## config.mk

```make
export PLATFORM = sky130hd
export DESIGN_NAME = spi_slave_responder
export DESIGN_NICKNAME = d
export VERILOG_FILES = /design/src/rtl/spi_slave_responder.sv
export SDC_FILE = /design/constraint.sdc
export NUM_CORES = 1
export LEC_CHECK = 0
export CAP_MARGIN = 25
export CORE_MARGIN = 5
export CORE_UTILIZATION = 54
export CTS_CLUSTER_SIZE = 25
export DETAILED_ROUTE_END_ITERATION = 8
export HOLD_SLACK_MARGIN = 0.08
export PLACE_DENSITY = 0.9
export RECOVER_POWER = 100
export SLEW_MARGIN = 5
export SYNTH_ARGS = -nofsm -noshare
export SYNTH_HDL_FRONTEND = slang
export SYNTH_SLANG_ARGS = --single-unit
```

## constraint.sdc

```tcl
create_clock -name clk -period 2.3 [get_ports clk]
set_clock_uncertainty 0.1 [all_clocks]
set_input_delay 0.575 -clock clk [delete_from_list [all_inputs] [get_ports clk]]
set_output_delay 0.575 -clock clk [all_outputs]
set_load 0.02 [all_outputs]
```

## src/rtl/spi_slave_responder.sv

```systemverilog
// SPI slave responder: full-duplex byte engine on the system clock.
// Synchronizes sclk/cs_n/mosi and offers a one-deep tx buffer.
module spi_slave_responder #(
  parameter int DATA_W      = 8,
  parameter int SYNC_STAGES = 2,
  parameter bit MSB_FIRST   = 1'b1
) (
  input  logic              clk,
  input  logic              reset,
  input  logic [1:0]        mode,
  input  logic              sclk,
  input  logic              cs_n,
  input  logic              mosi,
  output logic              miso,
  output logic              miso_oe,
  input  logic [DATA_W-1:0] tx_data,
  input  logic              tx_load,
  output logic              tx_ready,
  output logic [DATA_W-1:0] rx_data,
  output logic              rx_valid,
  output logic              underrun,
  output logic              busy
);

  localparam int CNT_W = (DATA_W > 1) ? $clog2(DATA_W) : 1;
  localparam logic [CNT_W-1:0] LAST = CNT_W'(DATA_W - 1);

  typedef enum logic {
    S_IDLE,
    S_ACTIVE
  } state_t;

  logic [SYNC_STAGES-1:0] r_sclk_sync;
  logic [SYNC_STAGES-1:0] r_cs_sync;
  logic [SYNC_STAGES-1:0] r_mosi_sync;
  logic                   r_sclk_prev;
  logic                   r_cs_prev;

  state_t            r_state;
  logic              r_cpol;
  logic              r_cpha;
  logic [CNT_W-1:0]  r_cnt;
  logic [DATA_W-1:0] r_tx_sh;
  logic [DATA_W-1:0] r_rx_sh;
  logic [DATA_W-1:0] r_tx_buf;
  logic              r_tx_ready;
  logic [DATA_W-1:0] r_rx_data;
  logic              r_rx_valid;
  logic              r_underrun;
  logic              r_miso;
  logic              r_miso_oe;
  logic              r_busy;

  logic              w_sclk_s;
  logic              w_cs_s;
  logic              w_mosi_s;
  logic              w_sclk_rise;
  logic              w_sclk_fall;
  logic              w_cs_fall;
  logic              w_cs_rise;
  logic              w_lead;
  logic              w_trail;
  logic              w_sample;
  logic              w_shift;
  logic [DATA_W-1:0] w_load;
  logic [DATA_W-1:0] w_rx_next;

  function automatic logic f_first(
    input logic [DATA_W-1:0] v
  );
    return MSB_FIRST ? v[DATA_W-1] : v[0];
  endfunction

  function automatic logic [DATA_W-1:0] f_pop(
    input logic [DATA_W-1:0] v
  );
    return MSB_FIRST ? {v[DATA_W-2:0], 1'b0}
                     : {1'b0, v[DATA_W-1:1]};
  endfunction

  assign w_sclk_s = r_sclk_sync[SYNC_STAGES-1];
  assign w_cs_s   = r_cs_sync[SYNC_STAGES-1];
  assign w_mosi_s = r_mosi_sync[SYNC_STAGES-1];

  assign w_sclk_rise = w_sclk_s & ~r_sclk_prev;
  assign w_sclk_fall = ~w_sclk_s & r_sclk_prev;
  assign w_cs_fall   = ~w_cs_s & r_cs_prev;
  assign w_cs_rise   = w_cs_s & ~r_cs_prev;

  assign w_lead   = r_cpol ? w_sclk_fall : w_sclk_rise;
  assign w_trail  = r_cpol ? w_sclk_rise : w_sclk_fall;
  assign w_sample = r_cpha ? w_trail : w_lead;
  assign w_shift  = r_cpha ? w_lead : w_trail;

  // empty buffer feeds zeros into the shifter
  assign w_load = r_tx_ready ? '0 : r_tx_buf;

  assign w_rx_next = MSB_FIRST
    ? {r_rx_sh[DATA_W-2:0], w_mosi_s}
    : {w_mosi_s, r_rx_sh[DATA_W-1:1]};

  // Input synchronizers; cs_n resets as "selected" so a select
  // held low through reset cannot start a frame on its own.
  always_ff @(posedge clk or posedge reset) begin
    if (reset) begin
      r_sclk_sync <= '0;
      r_cs_sync   <= '0;
      r_mosi_sync <= '0;
      r_sclk_prev <= 1'b0;
      r_cs_prev   <= 1'b0;
    end else begin
      r_sclk_sync <= {r_sclk_sync[SYNC_STAGES-2:0], sclk};
      r_cs_sync   <= {r_cs_sync[SYNC_STAGES-2:0], cs_n};
      r_mosi_sync <= {r_mosi_sync[SYNC_STAGES-2:0], mosi};
      r_sclk_prev <= w_sclk_s;
      r_cs_prev   <= w_cs_s;
    end
  end

  // Frame FSM, shifters, tx buffer and host-side strobes.
  always_ff @(posedge clk or posedge reset) begin
    if (reset) begin
      r_state    <= S_IDLE;
      r_cpol     <= 1'b0;
      r_cpha     <= 1'b0;
      r_cnt      <= '0;
      r_tx_sh    <= '0;
      r_rx_sh    <= '0;
      r_tx_buf   <= '0;
      r_tx_ready <= 1'b1;
      r_rx_data  <= '0;
      r_rx_valid <= 1'b0;
      r_underrun <= 1'b0;
      r_miso     <= 1'b0;
      r_miso_oe  <= 1'b0;
      r_busy     <= 1'b0;
    end else begin
      r_rx_valid <= 1'b0;
      r_underrun <= 1'b0;
      if (tx_load && r_tx_ready) begin
        r_tx_buf   <= tx_data;
        r_tx_ready <= 1'b0;
      end
      unique case (r_state)
        S_IDLE: begin
          if (w_cs_fall) begin
            r_state   <= S_ACTIVE;
            r_cpol    <= mode[1];
            r_cpha    <= mode[0];
            r_cnt     <= '0;
            r_rx_sh   <= '0;
            r_busy    <= 1'b1;
            r_miso_oe <= 1'b1;
            if (r_tx_ready) r_underrun <= 1'b1;
            else            r_tx_ready <= 1'b1;
            // CPHA=0 puts the first bit out right away
            if (mode[0]) begin
              r_tx_sh <= w_load;
            end else begin
              r_tx_sh <= f_pop(w_load);
              r_miso  <= f_first(w_load);
            end
          end
        end
        S_ACTIVE: begin
          if (w_shift) begin
            r_miso  <= f_first(r_tx_sh);
            r_tx_sh <= f_pop(r_tx_sh);
          end
          if (w_sample) begin
            r_rx_sh <= w_rx_next;
            if (r_cnt == LAST) begin
              r_cnt      <= '0;
              r_rx_data  <= w_rx_next;
              r_rx_valid <= 1'b1;
              if (!w_cs_rise) begin
                r_tx_sh <= w_load;
                if (r_tx_ready) r_underrun <= 1'b1;
                else            r_tx_ready <= 1'b1;
              end
            end else begin
              r_cnt <= r_cnt + CNT_W'(1);
            end
          end
          if (w_cs_rise) begin
            r_state   <= S_IDLE;
            r_miso    <= 1'b0;
            r_miso_oe <= 1'b0;
            r_busy    <= 1'b0;
            r_cnt     <= '0;
            r_rx_sh   <= '0;
            r_tx_sh   <= '0;
          end
        end
        default: r_state <= S_IDLE;
      endcase
    end
  end

  assign miso     = r_miso;
  assign miso_oe  = r_miso_oe;
  assign tx_ready = r_tx_ready;
  assign rx_data  = r_rx_data;
  assign rx_valid = r_rx_valid;
  assign underrun = r_underrun;
  assign busy     = r_busy;

endmodule
```

### Word-level counts from Yosys, hierarchy flattened

Index checks and enable logic that the tools add are counted.

* memories kept: 0
* register bits: 50
* bits in read-only memories: 0
* bits of input ports: 16
* latch bits: 0
* word-level logic and storage cells: 88
* output and inout port bits: 14
* bits in writable memories: 0

* multiply operators: 0
* bitwise operators: 9
* divide/modulo/power cells: 0
* shift operators: 0
* reductions and logical operators: 6
* magnitude comparators: 0
* mux-type cells: 48
* equality and inequality tests: 6
* add/subtract/negate cells: 1

Operators by type and width (count)
* $mux W8: 7
* $mux W1: 26
* $mux W7: 3
* $pmux W8 S2: 1
* $pmux W7 S2: 1
* $mux W3: 4
* $pmux W1 S2: 5
* $ne A3 B1 Y1 const B: 2
* $pmux W3 S2: 1
* $reduce_and A2 Y1: 3
* $reduce_and A3 Y1: 2
* $not A1 Y1: 5
* $and A1 B1 Y1: 4
* $ne A2 B2 Y1 const B: 2
* $add A3 B1 Y3 const B: 1
* $eq A3 B3 Y1 const B: 1
* $ne A2 B1 Y1 const B: 1
* $logic_and A1 B1 Y1: 1

### Longest topological paths before layout

Gate-level depths: netlist of run 1.

* depth after elaboration: 9
* mapped depth: 6
* gate-level depth less buffers: 6

### Worst setup path after synthesis of run 1

No wires, ideal clock.

* kind: register to register
* from: reg r_cnt[0]
* to: reg r_rx_data[0], in the netlist rx_data[0]
* slack: 330 ps
* path buffers: 0
* data required time: 2072 ps
* clock period less this slack: 1970 ps
* cell stages (with the launch flop): 7
* arrival time: 1742 ps
* setup time: 128 ps
* path through: dfrtp_1 -> ha_1 -> ha_1 -> and3b_1 -> mux2_4 -> nand2_2 -> mux2_1

* word-level cells in the longest chain between the ends: 2

Ends and longest elaborated chain
* start, declared: line 42 `logic [CNT_W-1:0] r_cnt;`
* start signal, assigned: line 182 `r_cnt <= r_cnt + CNT_W'(1);`
* $eq A3 B3 Y1: line 172 `if (r_cnt == LAST) begin`
* $reduce_and A3 Y1 (no line)
* end signal, assigned: line 174 `r_rx_data <= w_rx_next;`
* end, declared: line 47 `logic [DATA_W-1:0] r_rx_data;`

No other way between the ends.
A chain may end at the register's enable or synchronous reset.

### Final worst setup path of run 1

* from: reg r_tx_ready, in the netlist tx_ready
* to: out tx_ready

RTL lines
* start, declared: line 46 `logic r_tx_ready;`
* start signal, assigned: line 130 `r_tx_ready <= 1'b1;`
* start signal, assigned: line 142 `r_tx_ready <= 1'b0;`
* start signal, assigned: line 155 `else r_tx_ready <= 1'b1;`
* end, declared: line 18 `output logic tx_ready,`

No word-level cell between the ends.

==> impl_results.md, run 1 <==
* Worst skew pair latency at 0.31 ns
* Pleak at around 1.3 nW
* Dpl ws at between 0.15 and 0.2 ns
* Largest family of logic cells by synthesized area: multiplexers
* Antenna-violating nets left at 0
* Post-synth top cells: dfrtp_1, a22o_1, mux2_1, mux2i_1, mux2_2
* Most used routing layer in global routing: met2
* Synth Area in Adders at 0.0112
* GRT overflow at 0
* Area Growth Syn to Fin at 20.7%
* Synth Area in Compound Gates at 0.123
* Met1 Resource Use GR at 0.268
* WHS Path Cells at 0
* Main area contributors after synthesis: dfrtp_1, mux2_1, mux2i_1
* DR vias/cell at slightly below 6
* CTS Buf Count at 5
* Startpoint Class: flop
* Final setup viols at 0
* Required time of the worst setup path at 1.62 ns
* FP Rows at 23
* Crit path max-delay family: buffers and inverters
* Crit-path slowest cell: dlygate4sd3_1
* HPWL Detailed at between 3000 and 4000 um
* Die area at about 5500 um^2
* Worst Path Max Fanout at 2
* Mapped cell area at 2240 um^2
* Post-layout min period at between 2 and 2.5 ns
* Arr. time, crit path at ~1.5 ns
* Mean Syn Cell Area at between 10 and 15 um^2
* Htree depth at 2
* Maximum vdd drop at between 0.0005 and 0.0006 V
* PostCTS Resize Cnt at 0
* GR Util met2 at 0.280
* RD Place Congestion at 0.810
* CORE AREA at about 4000 um^2
* Simple-gate share of the synthesized area at 0.109
* Post-CTS Hold Buffers at 0
* Root Driver: clkbuf_8
* Post-route setup slack at ~0.1 ns
* Hold Crit Class: reg2reg
* WHS at 0.264 ns
* Most numerous cell in the Yosys netlist: dfrtp_1
* Met3 global-route usage at 0.0514
* Wire length per cell at around 17 um
* Final Hold Viols at 0
* Ys flop type: dfrtp_1
* CTS max path bufs at 2
* Proportion of layout cells with a drive suffix above 1 at 0.130
* Worst Tran Pin Value at 0.663 ns
* DR vias at approximately 1500
* Cell taking the most area after synthesis: dfrtp_1
* Share of flip-flops with an asynchronous set or reset at 1.00
* Layout Nets at roughly 230
* Seq cells post-synth at 50
* CP cell instances: dlygate4sd3_1
* Synth Net Count at approximately 190
* Max-slew violations at 0
* Unrepaired setup endpoints after global routing: false
* CTS tree: done
* Multiplexer area fraction after synthesis at 0.161
* WL final at approximately 4400 um
* Number of synthesized flops with an enable pin at 0
* Crit Path Class: reg2out
* CP peak stage delay at slightly below 0.7 ns
* CTS clk-pin slew, worst paths at around 0.1 ns
* Crit path depth at 1
* Vias in the first global route at between 1500 and 2000
* Post-CTS Setup Bufs at 0
* Residual DRC at 0
* Antenna violations before repair at 0
* Largest net degree at the start of global routing at 26
* PD cells at between 900 and 1000 nW/um^2
* Starting density of the core at 0.561
* Antenna Diode Count at 0
* Gr usage total at 0.188
* MaxCap Viol Count at 0
* Post-Synthesis Cells at around 170
* Post-synth top area share at 0.547
* I/O Buffers at 29
* Netlist cell types at 37
* CP bufs+invs at 1
* First-pass GRT wire length at around 7900 um
* CP Capture Type: output port
* Rel. slew slack at 0.549
* Die Y-Extent at between 70 and 80 um
* First-pass DRT Iterations at 4
* Overall Power at between 2 and 2.5 mW
* Reg2Reg Depth at 6
* Clock Sinks at 50
* Synth warnings at 0
* Total negative slack at 0 ns
* Utilization after layout at 0.677
* Drt initial violations at 80
* IO Pins at 30
* Xor-xnor portion of the synthesized cell area at 0.0123
* Fmax at roughly 460 MHz
* DIE WIDTH at between 70 and 80 um
* Register area share after synthesis at 0.559
* Status: finished clean
* Fin crit share at 0.955
==> registers in the layout, summed over array words and instances, names as in the netlist, 2 cells and up <==
| signal | cells |
|---|---|
| rx_data | 8 |
| r_cnt | 3 |
| r_tx_sh | 8 |
| r_mosi_sync | 2 |
| r_sclk_sync | 2 |
| r_cs_sync | 2 |
| r_rx_sh | 7 |
| r_tx_buf | 8 |
==> cell families (layout without fill, tap and decap cells) <==
family	after synthesis	count (layout)
buf+inv	13	50
simple gates	41	41
flops	50	50
mux	32	32
xor+xnor	1	1
fa+ha+maj	2	2
compound gates	32	32
==> per-layer routing <==
metal	wire length, um	share of wire
met5	0	0
met4	87	0.020
met3	255	0.058
met2	2100	0.48
met1	1960	0.44
==> path summary, 6_finish.rpt <==
check	start	end	slack (ns)
setup / recovery	tx_ready	tx_ready	0.10
hold / removal	r_mosi_sync[0]	r_mosi_sync[1]	0.26
setup reg to reg	r_cnt[0]	rx_data[2]	0.16
hold reg to reg	r_mosi_sync[0]	r_mosi_sync[1]	0.26
max in group asynchronous	reset	r_cnt[2]	0.43
min in group asynchronous	reset	r_cs_sync[1]	0.67
==> power breakdown <==
part           switching (mW)  internal (mW)  leakage, nW
logic                   0.298          0.307        0.620
registers               0.158           1.05        0.642
clock network           0.310          0.332       0.0591
==> final cells by class <==
class                   count  area (um^2)
clock inverters             3         47.5
flip-flops and latches     50         1250
multi-input cells         108          927
fillers                   304         1290
well taps                  50         62.6
repair buffers             35          322
inverters                   7         26.3
clock buffers               5         68.8
==> cells in the final DEF, fill, tap and decap left out, drive strengths merged <==
cell type	instances
nand2	7
o211ai	2
nand3	1
nor3	1
dlygate4sd3	18
nor4	7
o31a	1
and3b	2
a221o	1
and3	6
nor2b	3
nor2	6
o21a	1
nand4b	2
clkbuf	9
nand2b	4
buf	2
clkdlybuf4s50	11
ha	2
a2111o	5
a22o	11
and2	2
mux2	20
dfrtp	49
bufinv	1
o21ai	1
mux2i	12
o22ai	2
xnor2	1
inv	9
a21oi	3
o2bb2ai	5
dfstp	1
==> stage by stage <==
| step | instance area [um^2] | std cells |
|---|---|---|
| finish | 2710 | 258 |
| global route | 2710 | 258 |
| CTS | 2740 | 258 |
| detailed placement | 2630 | 250 |
| global placement | 2630 | 250 |
| floorplan | 2240 | 171 |
(Power assumes the default switching activity.)
==> run 2, diff against run 1 <==
--- a/config.mk
+++ b/config.mk
@@ -7,2 +7,3 @@
 export LEC_CHECK = 0
+export ABC_AREA = 1
 export CAP_MARGIN = 25
@@ -13,4 +14,3 @@
 export HOLD_SLACK_MARGIN = 0.08
-export PLACE_DENSITY = 0.9
-export RECOVER_POWER = 100
+export PLACE_DENSITY = 0.89
 export SLEW_MARGIN = 5
==> constraint.sdc (replaced) <==
create_clock -name clk -period 2.3 [get_ports clk]
set_clock_uncertainty 0.1 [all_clocks]
set_input_delay 0.345 -clock clk [delete_from_list [all_inputs] [get_ports clk]]
set_output_delay 0.345 -clock clk [all_outputs]
set_load 0.02 [all_outputs]
==> run 2 against run 1 <==
Register-to-register slack improved by 0.29 ns. First-iteration DRC count rose to 2.5 times the previous value. Global-route usage rose by 0.50 points. Synthesized cell count rose by 58%. Critical endpoint unchanged. Largest cell class unchanged. Largest power group unchanged. Highest routed layer unchanged.
==> impl_results.md, run 2 <==
* Htree depth at 2
* Largest family of logic cells by synthesized area: simple AND/OR/NAND/NOR gates
* Flip-flop and latch area at 1250 um^2
* PD cells at around 880 nW/um^2
* Post-CTS Setup Bufs at 0
* Clock Sinks at 50
* Wire length per cell at 13.5 um
* Most frequent cells in the layout: nand2_1, dfrtp_1, inv_1, clkdlybuf4s50_1, nor2_1
* Most numerous cell in the Yosys netlist: nand2_1
* Starting density of the core at 0.563
* Layout Nets at 320
* Crit Path Class: reg2out
* CP bufs+invs at 1
* Number of fill cells in the layout at roughly 330
* Crit path max-delay family: buffers and inverters
* Max-slew violations at 0
* Unrepaired setup endpoints after global routing: false
* Startpoint Class: flop
* Die area at about 5600 um^2
* Internal reg-to-reg setup slack at between 0.4 and 0.5 ns
* Most common cell after layout, fill and taps aside: nand2_1
* Proportion of layout cells with a drive suffix above 1 at 0.0792
* Pleak at approximately 1.4 nW
* IO Pins at 30
* Main area contributors after synthesis: dfrtp_1, nand2_1, inv_1
* Status: finished clean
* DR vias at 1901
* PostCTS Resize Cnt at 0
* Antenna violations before repair at 0
* WL final at roughly 4800 um
* Final setup viols at 0
* Synth Area in Adders at 0.0110
* Drt initial violations at about 200
* Share of flip-flops with an asynchronous set or reset at 1.00
* CP cell instances: clkdlybuf4s50_1
* Mean Syn Cell Area at around 8.5 um^2
* Reg2Reg Depth at 6
* Simple-gate share of the synthesized area at 0.267
* Worst Path Max Fanout at 3
* Number of synthesized flops with an enable pin at 0
* DIE WIDTH at ~75 um
* Worst reg2reg endpoint: r_tx_sh[3]
* CTS max path bufs at 2
* Post-CTS Hold Buffers at 0
* Root Driver: clkbuf_8
* Post-layout min period at 1.91 ns
* MaxCap Viol Count at 0
* FP Rows at 23
* Worst Tran Pin Value at about 0.57 ns
* GRT overflow at 0
* Die Y-Extent at 75.0 um
* Synth Area in Compound Gates at 0.0953
* Gr usage total at 0.193
* Reg2reg start: r_state
* Multiplexer area fraction after synthesis at 0
* Rel. slew slack at 0.619
* Total negative slack at 0 ns
* Antenna Diode Count at 0
* Xor-xnor portion of the synthesized cell area at 0
* Synth warnings at 0
* DR vias/cell at around 5.4
* Vias in the first global route at ~1800
* Antenna-violating nets left at 0
* Crit-path slowest cell: clkdlybuf4s50_1
* Final Hold Viols at 0
* Crit path depth at 1
* CORE AREA at just over 4000 um^2
* CP peak stage delay at about 0.6 ns
* Fmax at about 520 MHz
* Required time of the worst setup path at ~1.9 ns
* Dpl ws at 0.430 ns
* Mapped cell area at between 2000 and 2500 um^2
* Post-Synthesis Cells at between 200 and 300
* CTS clk-pin slew, worst paths at roughly 0.09 ns
* First-pass GRT wire length at 8190 um
* Crit path launch: tx_ready
* I/O Buffers at 29
* Register area share after synthesis at 0.548
* WHS Path Cells at 0
* Hold Crit Class: reg2reg
* Post-synth top area share at 0.537
* CTS Buf Count at 5
* Maximum vdd drop at around 0.00058 V
* RD Place Congestion at 0.935
* HPWL Detailed at around 3400 um
* Area Growth Syn to Fin at 18.8%
* Utilization after layout at 0.669
* Worst skew pair latency at slightly above 0.3 ns
* Synth Net Count at between 200 and 300
* CTS tree: done
* Netlist cell types at 26
* Ys flop type: dfrtp_1
* Post-synth top cells: nand2_1, dfrtp_1, inv_1, nor2_1, nand3_1
* Post-route setup slack at 0.392 ns
* Seq cells post-synth at 50
* Largest net degree at the start of global routing at between 50 and 60
* Critical path destination: tx_ready
* First-pass DRT Iterations at 4
* Fin crit share at 0.829
* Area occupied by multi-input gates at approximately 850 um^2
* CP Capture Type: output port
* Arr. time, crit path at around 1.5 ns
* Cell taking the most area after synthesis: dfrtp_1
* Residual DRC at 0
==> run 2: where the power goes <==
part           total [mW]  internal (mW)  switching (mW)  leakage, nW
sequential           1.18           1.06           0.121        0.645
clock               0.505          0.215           0.290       0.0452
combinational       0.699          0.260           0.439        0.668
==> run 2: worst min-delay path by stage <==
stage | from | end | slack [ns]
2_1_floorplan | r_cs_sync[0] | r_cs_sync[1] | 0.23
3_3_place_gp | r_mosi_sync[0] | r_mosi_sync[1] | 0.23
3_5_place_dp | r_cs_sync[0] | r_cs_sync[1] | 0.24
4_1_cts | r_cs_sync[0] | r_cs_sync[1] | 0.26
5_1_grt | r_cs_sync[0] | r_cs_sync[1] | 0.26
6_report | r_cs_sync[0] | r_cs_sync[1] | 0.26
==> run 2: routing by layer <==
layer / part of all wire / GRT usage / vias up
li1: - / - / 931
met1: 0.44 / 0.272 / 893
met2: 0.47 / 0.300 / 69
met3: 0.064 / 0.0387 / 8
met4: 0.017 / 0.0692 / 0
met5: 0 / 0 / -
==> run 2: cell type report <==
class / count / area share
inverters: 34 / 0.0470
multi-input cells: 178 / 0.314
well taps: 50 / 0.0231
repair buffers: 33 / 0.123
clock buffers: 6 / 0.0267
flip-flops and latches: 50 / 0.462
clock inverters: 2 / 0.00507
==> run 2: cell families (layout without fill, tap and decap cells) <==
group	Yosys count	count (layout)
AND/OR/NAND/NOR	139	139
flip-flops	50	50
buffers and inverters	42	75
AO/OA/AOI/OAI	37	37
adder cells (fa/ha/maj)	2	2
==> run 2: per-stage QoR <==
stage          cells  power (mW)  area (um^2)  hold WS, ns
3_5_place_dp     345        1.88         2630        0.238
5_1_grt          353        2.53         2710        0.263
3_3_place_gp     345        1.86         2630        0.234
4_1_cts          353        2.39         2710        0.258
6_report         353        2.39         2710        0.255
2_1_floorplan    270        1.67         2280        0.231
==> run 3, diff against run 2 <==
Settings changed: CORE_UTILIZATION 54 to 49, PLACE_DENSITY 0.89 to 0.86.
Clock period 2.3 ns to 1.6 ns, I/O delays scaled along.
==> run 3 against run 2 <==
The run now ends with negative setup slack left. First-iteration DRC count up 37%. Die area up 8.8%. Via count up 19%. Critical path type is now reg2reg.
==> impl_results.md, run 3 (synthesis gave the netlist of run 2 again) <==
* Status: finished, violations left
* Violated checks: negative setup slack
* Reg2reg start: r_sclk_sync[1]
* Hold Crit Class: in2reg
* Htree depth at 2
* Worst Tran Pin Value at between 0.3 and 0.4 ns
* Worst Path Max Fanout at 7
* Maximum vdd drop at about 0.00075 V
* Unrepaired setup endpoints after global routing: true
* CORE AREA at 4440 um^2
* WL final at between 6000 and 7000 um
* Final Instance Count excl. Fillers at approximately 380
* Starting density of the core at 0.514
* Final setup viols at 11
* FP Rows at 24
* HPWL Detailed at between 3000 and 4000 um
* CTS clk-pin slew, worst paths at ~0.10 ns
* Fin crit share at 1.08
* Placed insts at 362
* DR vias/cell at slightly below 6
* Internal reg-to-reg setup slack at -0.12 ns
* CTS Buf Count at 5
* Gr usage total at 0.181
* Startpoint Class: flop
* Clock Sinks at 50
* I/O Buffers at 29
* Crit path launch: r_sclk_sync[1]
* Dpl ws at -0.109 ns
* Drt initial violations at roughly 280
* Total negative slack at -0.448 ns
* Largest net degree at the start of global routing at 27
* Max-slew violations at 0
* DIE WIDTH at 78.3 um
* Area Growth Syn to Fin at 38.2%
* Pleak at approximately 1.6 nW
* IO Pins at 30
* Die Y-Extent at between 70 and 80 um
* Post-layout min period at 1.72 ns
* CTS tree: done
* Most frequent cells in the layout: nand2_1, dfrtp_1, inv_1
* First-pass DRT Iterations at 5
* Reg2Reg Depth at 9
* GRT overflow at 0
* Fmax at about 580 MHz
* CTS max path bufs at 2
* Required time of the worst setup path at around 1.7 ns
* First-pass GRT wire length at approximately 8800 um
* Final Hold Viols at 0
* Root Driver: clkbuf_8
* Die area at 6130 um^2
* Worst skew pair latency at 0.32 ns
* DR vias at roughly 2300
* RD Place Congestion at 0.881
* PD cells at between 1000 and 1500 nW/um^2
* Antenna Diode Count at 0
* Rel. slew slack at 0.777
* Critical path destination: r_tx_sh[6]
* Arr. time, crit path at about 1.8 ns
* CP Capture Type: flop
* Crit Path Class: reg2reg
* Antenna violations before repair at 0
* Post-route setup slack at -0.121 ns
* Layout Nets at roughly 350
* Vias in the first global route at 1955
* Wire length per cell at between 15 and 20 um
* Worst reg2reg endpoint: r_tx_sh[6]
* Residual DRC at 0
* Antenna-violating nets left at 0
* WHS Path Cells at 1
* Most common cell after layout, fill and taps aside: nand2_1
* Proportion of layout cells with a drive suffix above 1 at 0.244
* Number of fill cells in the layout at ~280
* MaxCap Viol Count at 0
==> run 3: cell count changes in the layout (fill, tap and decap cells not counted), sizes merged, moves of 2 or more <==
cell / delta
buf: +26
clkdlybuf4s50: -14
clkinvlp: +2
dlygate4sd2: +12
==> run 3: critical path, stage by stage, from the launching register on <==
cell     delay (ns)
dfrtp_1        0.48
buf_6          0.14
nand3_4        0.09
nand3_4        0.14
buf_6          0.16
nand4_1        0.14
nand3_1        0.14
nand2_1        0.08
nand2_1        0.08
nand2_1        0.05
==> run 3: layout make-up <==
type | instances | area (um^2) | share of cell area
Clock buffer | 5 | 68.8 | 0.0218
Clock inverter | 3 | 43.8 | 0.0139
Inverter | 34 | 136 | 0.0432
Multi-Input combinational cell | 179 | 1030 | 0.328
Sequential cell | 50 | 1250 | 0.397
Tap cell | 52 | 65.1 | 0.0206
Timing Repair Buffer | 60 | 546 | 0.173
Timing Repair inverter | 1 | 7.51 | 0.00238
==> run 3: how the worst min path moves through the flow <==
stage                         startpoint              to
after floorplan                     cs_n    r_cs_sync[0]
after global placement    r_sclk_sync[0]  r_sclk_sync[1]
after detailed placement  r_sclk_sync[0]  r_sclk_sync[1]
after CTS                 r_sclk_sync[0]  r_sclk_sync[1]
after global routing                mosi  r_mosi_sync[0]
final                               mosi  r_mosi_sync[0]
==> run 3: report_power, final <==
group / leakage, nW / internal [mW] / switching [mW]
logic: 0.882 / 0.563 / 0.849
clock network: 0.0585 / 0.469 / 0.445
registers: 0.644 / 1.53 / 0.225
==> run 3: metrics by stage <==
step           instance area [um^2]  hold WS (ns)  utilization  total power [mW]
2_1_floorplan                  2280         0.171            -              2.39
3_3_place_gp                   2740         0.231        0.617              2.75
3_5_place_dp                   2740         0.236        0.617              2.79
4_1_cts                        2870         0.258        0.646              3.68
5_1_grt                        3160         0.248        0.710              4.28
6_report                       3160         0.257        0.710              4.08
==> run 3: timing repair <==
action / CTS / global route
cloned: 0 / 3
hold endpoints to repair: 3 / 0
gates resized for setup: 16 / 48
setup endpoints to repair: 27 / 30
hold buffers: 1 / 0
setup buffers: 1 / 9
pin swaps: 2 / 15
==> run 3: routing by layer <==
metal	part of all wire	GRT usage
met1	0.38	0.234
met4	0.053	0.0804
met3	0.083	0.0458
met5	0	0
met2	0.49	0.290
